`src/rtl/openram_scan_sram_ctrl_if.sv`:
```
// ----------------------------------------------------------------------------
// openram_scan_sram_ctrl_if
//   SRAM bus shared between the scan-chain controller and the OpenRAM macros.
//   Address, data, write enable and byte mask are common to all macros. Each
//   macro has its own chip-select bit on each port. Read data from all macros
//   arrives flattened, with macro k at [k*DW +: DW].
//   master : the controller; drives selects, address, data, enables.
//   slave  : the macro array; returns dout0/dout1.
// ----------------------------------------------------------------------------
interface openram_scan_sram_ctrl_if #(
  parameter int NUM_SRAMS = 16,
  parameter int DW        = 32,
  parameter int AW        = 16
);
  logic [NUM_SRAMS-1:0]    sram_csb0;
  logic [NUM_SRAMS-1:0]    sram_csb1;
  logic                    sram_web0;
  logic                    sram_web1;
  logic [3:0]              sram_wmask0;
  logic [3:0]              sram_wmask1;
  logic [AW-1:0]           sram_addr0;
  logic [AW-1:0]           sram_addr1;
  logic [DW-1:0]           sram_din0;
  logic [DW-1:0]           sram_din1;
  logic [NUM_SRAMS*DW-1:0] sram_dout0;
  logic [NUM_SRAMS*DW-1:0] sram_dout1;

  modport master (
    output sram_csb0, sram_csb1, sram_web0, sram_web1,
           sram_wmask0, sram_wmask1, sram_addr0, sram_addr1,
           sram_din0, sram_din1,
    input  sram_dout0, sram_dout1
  );

  modport slave (
    input  sram_csb0, sram_csb1, sram_web0, sram_web1,
           sram_wmask0, sram_wmask1, sram_addr0, sram_addr1,
           sram_din0, sram_din1,
    output sram_dout0, sram_dout1
  );
endinterface

```
`src/rtl/openram_scan_sram_ctrl.sv`:
```
// ----------------------------------------------------------------------------
// openram_scan_sram_ctrl
//   GPIO-driven scan-chain controller for the OpenRAM test chip. A 112-bit
//   serial register is shifted in from a pad. It launches one SRAM access on
//   the selected macro, captures the read data, and shifts it back out.
//
//   Ports
//     clock      : sole clock; all state changes on the rising edge
//     reset      : synchronous, active-high
//     scan_en    : shift the scan register one bit per cycle
//     scan_in    : serial data in; enters at the LSB
//     scan_out   : serial data out; MSB of the scan register
//     sram_load  : copy the captured read data into the din fields
//     global_csb : active-low launch strobe for the SRAM access
//     sram       : SRAM bus (master side), see openram_scan_sram_ctrl_if
//
//   Scan register fields, MSB first:
//     sel[111:108] addr0[107:92] din0[91:60] csb0[59] web0[58] wmask0[57:54]
//     addr1[53:38] din1[37:6] csb1[5] web1[4] wmask1[3:0]
// ----------------------------------------------------------------------------
module openram_scan_sram_ctrl #(
  parameter int NUM_SRAMS = 16,
  parameter int DW        = 32,
  parameter int AW        = 16
) (
  input  logic clock,
  input  logic reset,
  input  logic scan_en,
  input  logic scan_in,
  output logic scan_out,
  input  logic sram_load,
  input  logic global_csb,
  openram_scan_sram_ctrl_if.master sram
);

  // Field positions, counted from the LSB of the scan register
  localparam int SEL_W     = 4;
  localparam int WM1_LSB   = 0;
  localparam int WEB1_BIT  = WM1_LSB + 4;
  localparam int CSB1_BIT  = WEB1_BIT + 1;
  localparam int DIN1_LSB  = CSB1_BIT + 1;
  localparam int ADDR1_LSB = DIN1_LSB + DW;
  localparam int WM0_LSB   = ADDR1_LSB + AW;
  localparam int WEB0_BIT  = WM0_LSB + 4;
  localparam int CSB0_BIT  = WEB0_BIT + 1;
  localparam int DIN0_LSB  = CSB0_BIT + 1;
  localparam int ADDR0_LSB = DIN0_LSB + DW;
  localparam int SEL_LSB   = ADDR0_LSB + AW;
  localparam int SR_W      = SEL_LSB + SEL_W;

  logic [SR_W-1:0]      scanReg_q, scanReg_d;
  logic [SEL_W-1:0]     sel, sel_q;
  logic                 csb0Field, csb1Field, web0Field, web1Field;
  logic                 launched_q, rd0Pend_q, rd1Pend_q;
  logic [DW-1:0]        dout0_q, dout1_q;
  logic [DW-1:0]        rdData0, rdData1;
  logic [NUM_SRAMS-1:0] csb0Vec, csb1Vec;

  assign sel       = scanReg_q[SEL_LSB +: SEL_W];
  assign csb0Field = scanReg_q[CSB0_BIT];
  assign csb1Field = scanReg_q[CSB1_BIT];
  assign web0Field = scanReg_q[WEB0_BIT];
  assign web1Field = scanReg_q[WEB1_BIT];
  assign scan_out  = scanReg_q[SR_W-1];

  // The SRAM bus is driven directly from the scan register fields.
  assign sram.sram_addr0  = scanReg_q[ADDR0_LSB +: AW];
  assign sram.sram_din0   = scanReg_q[DIN0_LSB +: DW];
  assign sram.sram_web0   = web0Field;
  assign sram.sram_wmask0 = scanReg_q[WM0_LSB +: 4];
  assign sram.sram_addr1  = scanReg_q[ADDR1_LSB +: AW];
  assign sram.sram_din1   = scanReg_q[DIN1_LSB +: DW];
  assign sram.sram_web1   = web1Field;
  assign sram.sram_wmask1 = scanReg_q[WM1_LSB +: 4];
  assign sram.sram_csb0   = csb0Vec;
  assign sram.sram_csb1   = csb1Vec;

  // Per-macro chip selects. A macro is enabled only while the global strobe
  // is low, the port is enabled in the frame, and sel names that macro. When
  // sel is beyond the last macro, no bit matches and every select stays high.
  always_comb begin
    csb0Vec = '1;
    csb1Vec = '1;
    for (int k = 0; k < NUM_SRAMS; k++) begin
      csb0Vec[k] = (sel != SEL_W'(k)) | csb0Field | global_csb;
      csb1Vec[k] = (sel != SEL_W'(k)) | csb1Field | global_csb;
    end
  end

  // Read-data mux. It picks the macro that was selected on the launch edge.
  // A sel with no macro behind it returns zero.
  always_comb begin
    rdData0 = '0;
    rdData1 = '0;
    for (int k = 0; k < NUM_SRAMS; k++) begin
      if (sel_q == SEL_W'(k)) begin
        rdData0 = sram.sram_dout0[k*DW +: DW];
        rdData1 = sram.sram_dout1[k*DW +: DW];
      end
    end
  end

  // Scan register next state. A load takes priority over shifting, and it
  // only replaces the two din fields with the captured read data.
  always_comb begin
    scanReg_d = scanReg_q;
    if (sram_load) begin
      scanReg_d[DIN0_LSB +: DW] = dout0_q;
      scanReg_d[DIN1_LSB +: DW] = dout1_q;
    end else if (scan_en) begin
      scanReg_d = {scanReg_q[SR_W-2:0], scan_in};
    end
  end

  // State update. launched_q marks that the previous edge was a launch
  // edge, so the capture registers change only on the edge after a strobe
  // and hold otherwise. A write or a disabled port captures zero.
  always_ff @(posedge clock) begin
    if (reset) begin
      scanReg_q  <= '0;
      launched_q <= 1'b0;
      rd0Pend_q  <= 1'b0;
      rd1Pend_q  <= 1'b0;
      sel_q      <= '0;
      dout0_q    <= '0;
      dout1_q    <= '0;
    end else begin
      scanReg_q  <= scanReg_d;
      launched_q <= ~global_csb;
      rd0Pend_q  <= ~global_csb & ~csb0Field & web0Field;
      rd1Pend_q  <= ~global_csb & ~csb1Field & web1Field;
      sel_q      <= sel;
      if (launched_q) begin
        dout0_q <= rd0Pend_q ? rdData0 : '0;
        dout1_q <= rd1Pend_q ? rdData1 : '0;
      end
    end
  end

endmodule

```
`src/flat_wrapper.sv`:
```
// flat-port wrapper written by rule: the top's interface ports become plain ports
module openram_scan_sram_ctrl_flat 
#(
  parameter int NUM_SRAMS = 16,
  parameter int DW        = 32,
  parameter int AW        = 16
)
  (clock, reset, scan_en, scan_in, scan_out, sram_load, global_csb, sram_sram_csb0, sram_sram_csb1, sram_sram_web0, sram_sram_web1, sram_sram_wmask0, sram_sram_wmask1, sram_sram_addr0, sram_sram_addr1, sram_sram_din0, sram_sram_din1, sram_sram_dout0, sram_sram_dout1);
  openram_scan_sram_ctrl_if #(.NUM_SRAMS(NUM_SRAMS), .DW(DW), .AW(AW)) sram_i ();
  input  logic clock;
  input  logic reset;
  input  logic scan_en;
  input  logic scan_in;
  output logic scan_out;
  input  logic sram_load;
  input  logic global_csb;
  output wire logic [$bits(sram_i.sram_csb0)-1:0] sram_sram_csb0;
  output wire logic [$bits(sram_i.sram_csb1)-1:0] sram_sram_csb1;
  output wire logic [$bits(sram_i.sram_web0)-1:0] sram_sram_web0;
  output wire logic [$bits(sram_i.sram_web1)-1:0] sram_sram_web1;
  output wire logic [$bits(sram_i.sram_wmask0)-1:0] sram_sram_wmask0;
  output wire logic [$bits(sram_i.sram_wmask1)-1:0] sram_sram_wmask1;
  output wire logic [$bits(sram_i.sram_addr0)-1:0] sram_sram_addr0;
  output wire logic [$bits(sram_i.sram_addr1)-1:0] sram_sram_addr1;
  output wire logic [$bits(sram_i.sram_din0)-1:0] sram_sram_din0;
  output wire logic [$bits(sram_i.sram_din1)-1:0] sram_sram_din1;
  input wire logic [$bits(sram_i.sram_dout0)-1:0] sram_sram_dout0;
  input wire logic [$bits(sram_i.sram_dout1)-1:0] sram_sram_dout1;
  assign sram_sram_csb0 = sram_i.sram_csb0;
  assign sram_sram_csb1 = sram_i.sram_csb1;
  assign sram_sram_web0 = sram_i.sram_web0;
  assign sram_sram_web1 = sram_i.sram_web1;
  assign sram_sram_wmask0 = sram_i.sram_wmask0;
  assign sram_sram_wmask1 = sram_i.sram_wmask1;
  assign sram_sram_addr0 = sram_i.sram_addr0;
  assign sram_sram_addr1 = sram_i.sram_addr1;
  assign sram_sram_din0 = sram_i.sram_din0;
  assign sram_sram_din1 = sram_i.sram_din1;
  assign sram_i.sram_dout0 = sram_sram_dout0;
  assign sram_i.sram_dout1 = sram_sram_dout1;
  openram_scan_sram_ctrl #(.NUM_SRAMS(NUM_SRAMS), .DW(DW), .AW(AW)) u_core (.clock(clock), .reset(reset), .scan_en(scan_en), .scan_in(scan_in), .scan_out(scan_out), .sram_load(sram_load), .global_csb(global_csb), .sram(sram_i));
endmodule
```
`config.mk`:
```
export PLATFORM = sky130hd
export DESIGN_NAME = openram_scan_sram_ctrl_flat
export DESIGN_NICKNAME = d
export VERILOG_FILES = /design/src/rtl/openram_scan_sram_ctrl_if.sv /design/src/rtl/openram_scan_sram_ctrl.sv /design/src/flat_wrapper.sv
export SDC_FILE = /design/constraint.sdc
export NUM_CORES = 1
export LEC_CHECK = 0
export CAP_MARGIN = 30
export CORE_AREA = 2 2 462 464
export DETAILED_ROUTE_END_ITERATION = 10
export DIE_AREA = 0 0 464 466
export DONT_BUFFER_PORTS = 1
export HOLD_SLACK_MARGIN = 0.06
export PLACE_DENSITY_LB_ADDON = 0.15
export SLEW_MARGIN = 40
export SYNTH_ARGS = -nofsm -noshare
export SYNTH_HDL_FRONTEND = slang
export SYNTH_SLANG_ARGS = --single-unit
```
`constraint.sdc`:
```
create_clock -name clock -period 2.5 [get_ports clock]
set_clock_uncertainty 0.05 [all_clocks]
set_input_delay 0.5 -clock clock [delete_from_list [all_inputs] [get_ports clock]]
set_output_delay 0.5 -clock clock [all_outputs]
set_load 0.02 [all_outputs]
```
# Word-level counts from Yosys, hierarchy flattened
# Index checks and enable logic that the tools add are counted.
dict set report word_totals {
  ff_bits 183
  inputBits 1030
  out_inout_bits 139
  elab_cells 151
}
dict set report op_classes {
  eq_ne 30
  n_mux 37
  bitwise 72
  reduce_logical 4
}
# operator n
set ops {}
lappend ops {{32-bit 2-to-1 mux} 36}
lappend ops {{92-bit 2-to-1 mux} 1}
lappend ops {{1-bit OR} 64}
lappend ops {{4-bit equality test, second input constant} 8}
lappend ops {{4-bit inequality test, second input constant} 8}
lappend ops {{4-bit by 3-bit equality test with 1-bit output, second input constant} 4}
lappend ops {{4-bit by 3-bit inequality test with 1-bit output, second input constant} 4}
lappend ops {{4-bit by 2-bit equality test with 1-bit output, second input constant} 2}
lappend ops {{4-bit by 2-bit inequality test with 1-bit output, second input constant} 2}
lappend ops {{1-bit AND} 4}
lappend ops {{4-bit by 1-bit equality test with 1-bit output, second input constant} 1}
lappend ops {{4-bit zero test} 1}
lappend ops {{4-bit by 1-bit inequality test with 1-bit output, second input constant} 1}
lappend ops {{1-bit inverter} 4}
lappend ops {{4-bit nonzero test} 1}
lappend ops {{2-bit AND reduction} 1}
lappend ops {{2-bit nonzero test} 1}

# Longest topological paths before layout
dict set report depth {
  ltp_word 18
  mapped_depth 10
  ltp_nobuf 5
}

# Least setup slack after synthesis
# No wires, ideal clock.
dict set report synth_path {
  path_type {reg2out}
  start {reg u_core.scanReg_q[111]}
  end {out sram_sram_csb1[11]}
  arrival_ps 1590
  required_time_ps 1950
  slack_ps 360
  stages_incl_launch_ff 5
  path_buffers 1
  path_cell_list {dfxtp_1 -> clkbuf_1 -> nor2b_1 -> nor3b_1 -> nand3_1}
}
dict set report synth_via {
  elab_chain_len 3
}
# element line
set synth_rtl {}
lappend synth_rtl {{from (decl)} openram_scan_sram_ctrl.sv:51} ;# logic [SR_W-1:0] scanReg_q, scanReg_d;
lappend synth_rtl {{from (signal assigned)} openram_scan_sram_ctrl.sv:128} ;# scanReg_q <= scanReg_d;
lappend synth_rtl {{4-bit inequality test} openram_scan_sram_ctrl.sv:86} ;# csb1Vec[k] = (sel != SEL_W'(k)) | csb1Field | global_csb;
lappend synth_rtl {{1-bit OR (2 in a row)} openram_scan_sram_ctrl.sv:86}
lappend synth_rtl {{to (decl)} flat_wrapper.sv:18} ;# output wire logic [$bits(sram_i.sram_csb1)-1:0] sram_sram_csb1;
# No other way between the ends.

# Final worst setup path
dict set report layout_path {
  start {reg u_core.sel_q[0]}
  end {reg u_core.dout0_q[11]}
}
dict set report layout_via {
  elab_chain_len 18
  elab_cells_between_ends 33
  cone_classes {eq/ne (15); mux (17); reduce/logical (1)}
}
# element line
set layout_rtl {}
lappend layout_rtl {{from (decl)} openram_scan_sram_ctrl.sv:52} ;# logic [SEL_W-1:0] sel, sel_q;
lappend layout_rtl {{from (signal assigned)} openram_scan_sram_ctrl.sv:132} ;# sel_q <= sel;
lappend layout_rtl {{4-bit zero test} openram_scan_sram_ctrl.sv:96} ;# if (sel_q == SEL_W'(k)) begin
lappend layout_rtl {{32-bit 2-to-1 mux (15 in a row)} openram_scan_sram_ctrl.sv:96}
lappend layout_rtl {{32-bit 2-to-1 mux *} openram_scan_sram_ctrl.sv:96}
lappend layout_rtl {{32-bit 2-to-1 mux *} openram_scan_sram_ctrl.sv:134} ;# dout0_q <= rd0Pend_q ? rdData0 : '0;
lappend layout_rtl {{to (signal assigned)} openram_scan_sram_ctrl.sv:134}
lappend layout_rtl {{to (decl)} openram_scan_sram_ctrl.sv:55} ;# logic [DW-1:0] dout0_q, dout1_q;
# Every way passes the cells marked *; elsewhere a longest branch is shown, timed or not.
# A chain may end at the register's enable or synchronous reset.

==> impl_results.md <==
- Status: finished, violations left
- Failing checks: negative setup slack
- Gpl congestion: 0.930
- Static leakage: approximately 8.2 nW
- Clock Tree Root: clkbuf_16
- Hold Violations, Final: 0
- Clock-pin slew on the worst setup and hold paths: 0.12 ns
- Die H: 466 um
- Register area share after synthesis: 20.5%
- Setup crit end kind: flop
- DP HPWL: 211000 um
- WL final: 247000 um
- Pint: 5.58 mW
- Synth Cell Area: 17900 um2
- First-pass GRT wire length: 298000 um
- Hold Path Stages: 3
- Top-Level Pins: 1169
- DRT iter0 DRCs: 1835
- Largest net degree at the start of global routing: 130
- Vias post-DR: 22783
- Post-synth EDFFs: 0
- Sw Share: 39.8%
- Critical Path AT: 2.89 ns
- Max_slew headroom: 50.9%
- Die area: 216000 um2
- Worst Setup Start Kind: flop
- Clk pwr share: about a third
- Distinct cells, synth: 84
- Fin util: 12.3%
- CP startpoint: u_core.sel_q[0]$_SDFF_PP0_
- Gr ovfl total: 0
- Final Max Tran Viols: 0
- DRC viols: 0
- Fmax: 0.400 GHz
- Cell count after synthesis: 2465
- PD cells: between 300 and 400 nW/um2
- Ys async rst share: 0%
- Clk sinks: between 150 and 200
- CTS H-tree lvls: 4
- Vias in the first global route: 22153
- Syn. warnings: 0
- Clk Latency, worst-skew pair: 0.56 ns
- Vias per cell: a little over 4
- Worst-margin pin slew: 0.735 ns
- Wire per inst: 44.9 um
- Main synth FF type: dfxtp_1
- Total Routing Usage GR: 21.8%
- Die width: 464 um
- Number of buffers created by CTS: 17
- Clk buf depth: 2
- Number of antenna violations at the first check in global routing: 220
- Share of layout cells above drive strength 1: 28.2%
- Core ar.: 211000 um2
- Net switching power: 3.69 mW
- Hold path start: sram_load
- Combinational share of power: 35.4%
- # rows: around 170
- Final worst slack: -0.000336 ns
- Synth Net Count: between 3000 and 4000
- Fin Hold WS: 0.129 ns
- Final cycle utilization of the critical path: 100%
- Sequential Area: 3680 um2
- Reg2Reg Setup Slack: -0.0003 ns
- Mean Syn Cell Area: 7.26 um2
- Seq cells post-synth: 183
- Max Cap Viol: 0
- Count of input and output buffers: 0
- CP Data Required Time: 2.89 ns
- Area occupied by multi-input gates: 13000 um2
- Worst hold endpoint: u_core.scanReg_q[87]$_SDFFE_PP0P_
- 1st-pass router iterations: 5
- Post-route ant nets: 0
- Filler instances: about 24000
- Final Setup Violations: 1
- CTS tree: built
- Min-Delay Path Class: input port to flop
- Syn-to-layout area delta: 45.0%
- Sequential power share: 31.7%
- R2r startpoint: u_core.sel_q[0]$_SDFF_PP0_
- Fin nets: 3628
- RR Endpoint: u_core.dout0_q[11]$_SDFFE_PP0P_
- Reg2reg path depth: 9
- Initial core utilization: 8.47%
- Critical path class: flop to flop
- Setup TNS: -0.000336 ns
- Minimum clock period: 2.50 ns
- VDD IR max: 535 uV
- Crit path max fanout: 17
- RSZ-0062 raised after global routing: yes
## Yosys cell counts (all sizes together), types with 8 or more instances
master	n	area, um2
a2111oi	37	345
a211oi	17	128
a21o	12	90.1
a21oi	295	1480
a221o	12	120
a221oi	42	374
a22o	26	228
a22oi	83	623
a2bb2oi	21	184
a31oi	10	62.6
and2	8	50.1
buf	269	1750
clkbuf	99	372
dfxtp	183	3660
inv	12	45.0
mux2	33	372
mux2i	127	1270
mux4	34	766
nand2	294	1110
nand2b	11	68.8
nand3	33	165
nor2	268	1020
nor2b	46	290
nor3	18	90.1
nor3b	9	88.8
o2111ai	10	87.6
o211ai	14	105
o21ai	191	956
o221ai	44	385
o22a	20	175
o22ai	71	444
o31a	12	105
o32a	8	80.1
## state kept, by name (all words and copies together) (netlist names)
register and flops:
u_core.rd0Pend_q 1, u_core.scanReg_q 112, u_core.dout0_q 32, u_core.sel_q 4
u_core.launched_q 1, u_core.dout1_q 32, u_core.rd1Pend_q 1
## cells by family after synthesis
family / synth area share [%]
compound gates: 36.1
simple gates: 17.8
buf+inv: 12.1
mux: 13.5
flops: 20.5
## worst max-delay path by stage
stage	to	slack, ns	cells past startpoint
after floorplan	sram_sram_csb1[11]	0.36	4
after global placement	u_core.dout0_q[27]$_SDFFE_PP0P_	-0.81	7
after detailed placement	u_core.dout1_q[18]$_SDFFE_PP0P_	-0.65	9
after CTS	u_core.dout1_q[26]$_SDFFE_PP0P_	0.000005	8
after global routing	u_core.dout1_q[10]$_SDFFE_PP0P_	-0.06	11
final	u_core.dout0_q[11]$_SDFFE_PP0P_	-0.0003	9
## routing by layer
metal / vias up / part of all wire [%] / track usage [%]
met4: 108 / 2.1 / 3.79
met1: 11485 / 43 / 27.8
met2: 1379 / 47 / 36.2
met3: 332 / 8.0 / 6.79
li1: 9479 / - / -
met5: - / 0.29 / 0
## worst max-delay path, stage by stage, from the launching register on
cell and delay, ns:
dfxtp_4 0.38, buf_12 0.16, buf_12 0.15, buf_12 0.15
buf_16 0.17, buf_4 0.17, o21ai_1 0.47, a211oi_1 0.19
buf_4 0.18, a221o_1 0.25
## cell type report
type                       count  area share (%)
antenna                       64           0.617
clock buffer                  19            1.75
clock inverter                12           0.439
inverter                      13           0.231
multi-input combinational   1901            50.2
sequential                   183            14.2
tap                         2821            13.6
timing repair buffer         482            19.0
## power by group through the flow
stage	clock [mW]	combinational, mW	sequential (mW)
after floorplan	0	1.23	3.00
after global placement	0	3.01	3.01
after detailed placement	0	3.01	3.02
after CTS	3.26	3.26	2.94
after global routing	3.32	3.45	2.94
final	3.05	3.28	2.94
## placed cells by master (no fill, tap or decap), types with 13 or more instances in the layout
cell and instances:
o22a_1 20, a22oi_1 75, diode_2 64, mux4_2 34
a2bb2oi_1 20, clkbuf_16 21, a211oi_1 13, a22o_1 26
nand2_1 290, mux2_2 33, o21ai_0 164, o211ai_1 14
nor2_1 257, nor2b_1 36, a221oi_1 30, nand3_1 32
o21ai_1 20, a21oi_1 282, buf_12 77, o22ai_1 68
o221ai_1 37, buf_4 357, buf_6 24, a2111oi_2 16
mux2i_1 120, nor3_1 17, dfxtp_1 177
## per-stage QoR
stage               cells  instance area (um2)  setup slack, ns  total power [mW]
CTS                  5418                25200       0.00000466              9.46
global route         5453                25800          -0.0570              9.71
floorplan            2465                17900            0.360              4.22
finish               5495                25900        -0.000336              9.27
detailed placement   5349                23600           -0.646              6.03
global placement     5348                23500           -0.808              6.03
## timing repair
action | CTS | global route
cloned | 3 | 4
pin swaps | 21 | 23
resized for setup | 139 | 91
endpoints found under the setup margin | 78 | 56
hold buffers | 12 | 0
endpoints found under the hold margin | 60 | 0
setup buffers | 25 | 10
Note: power is estimated with default switching activity, not from simulation.
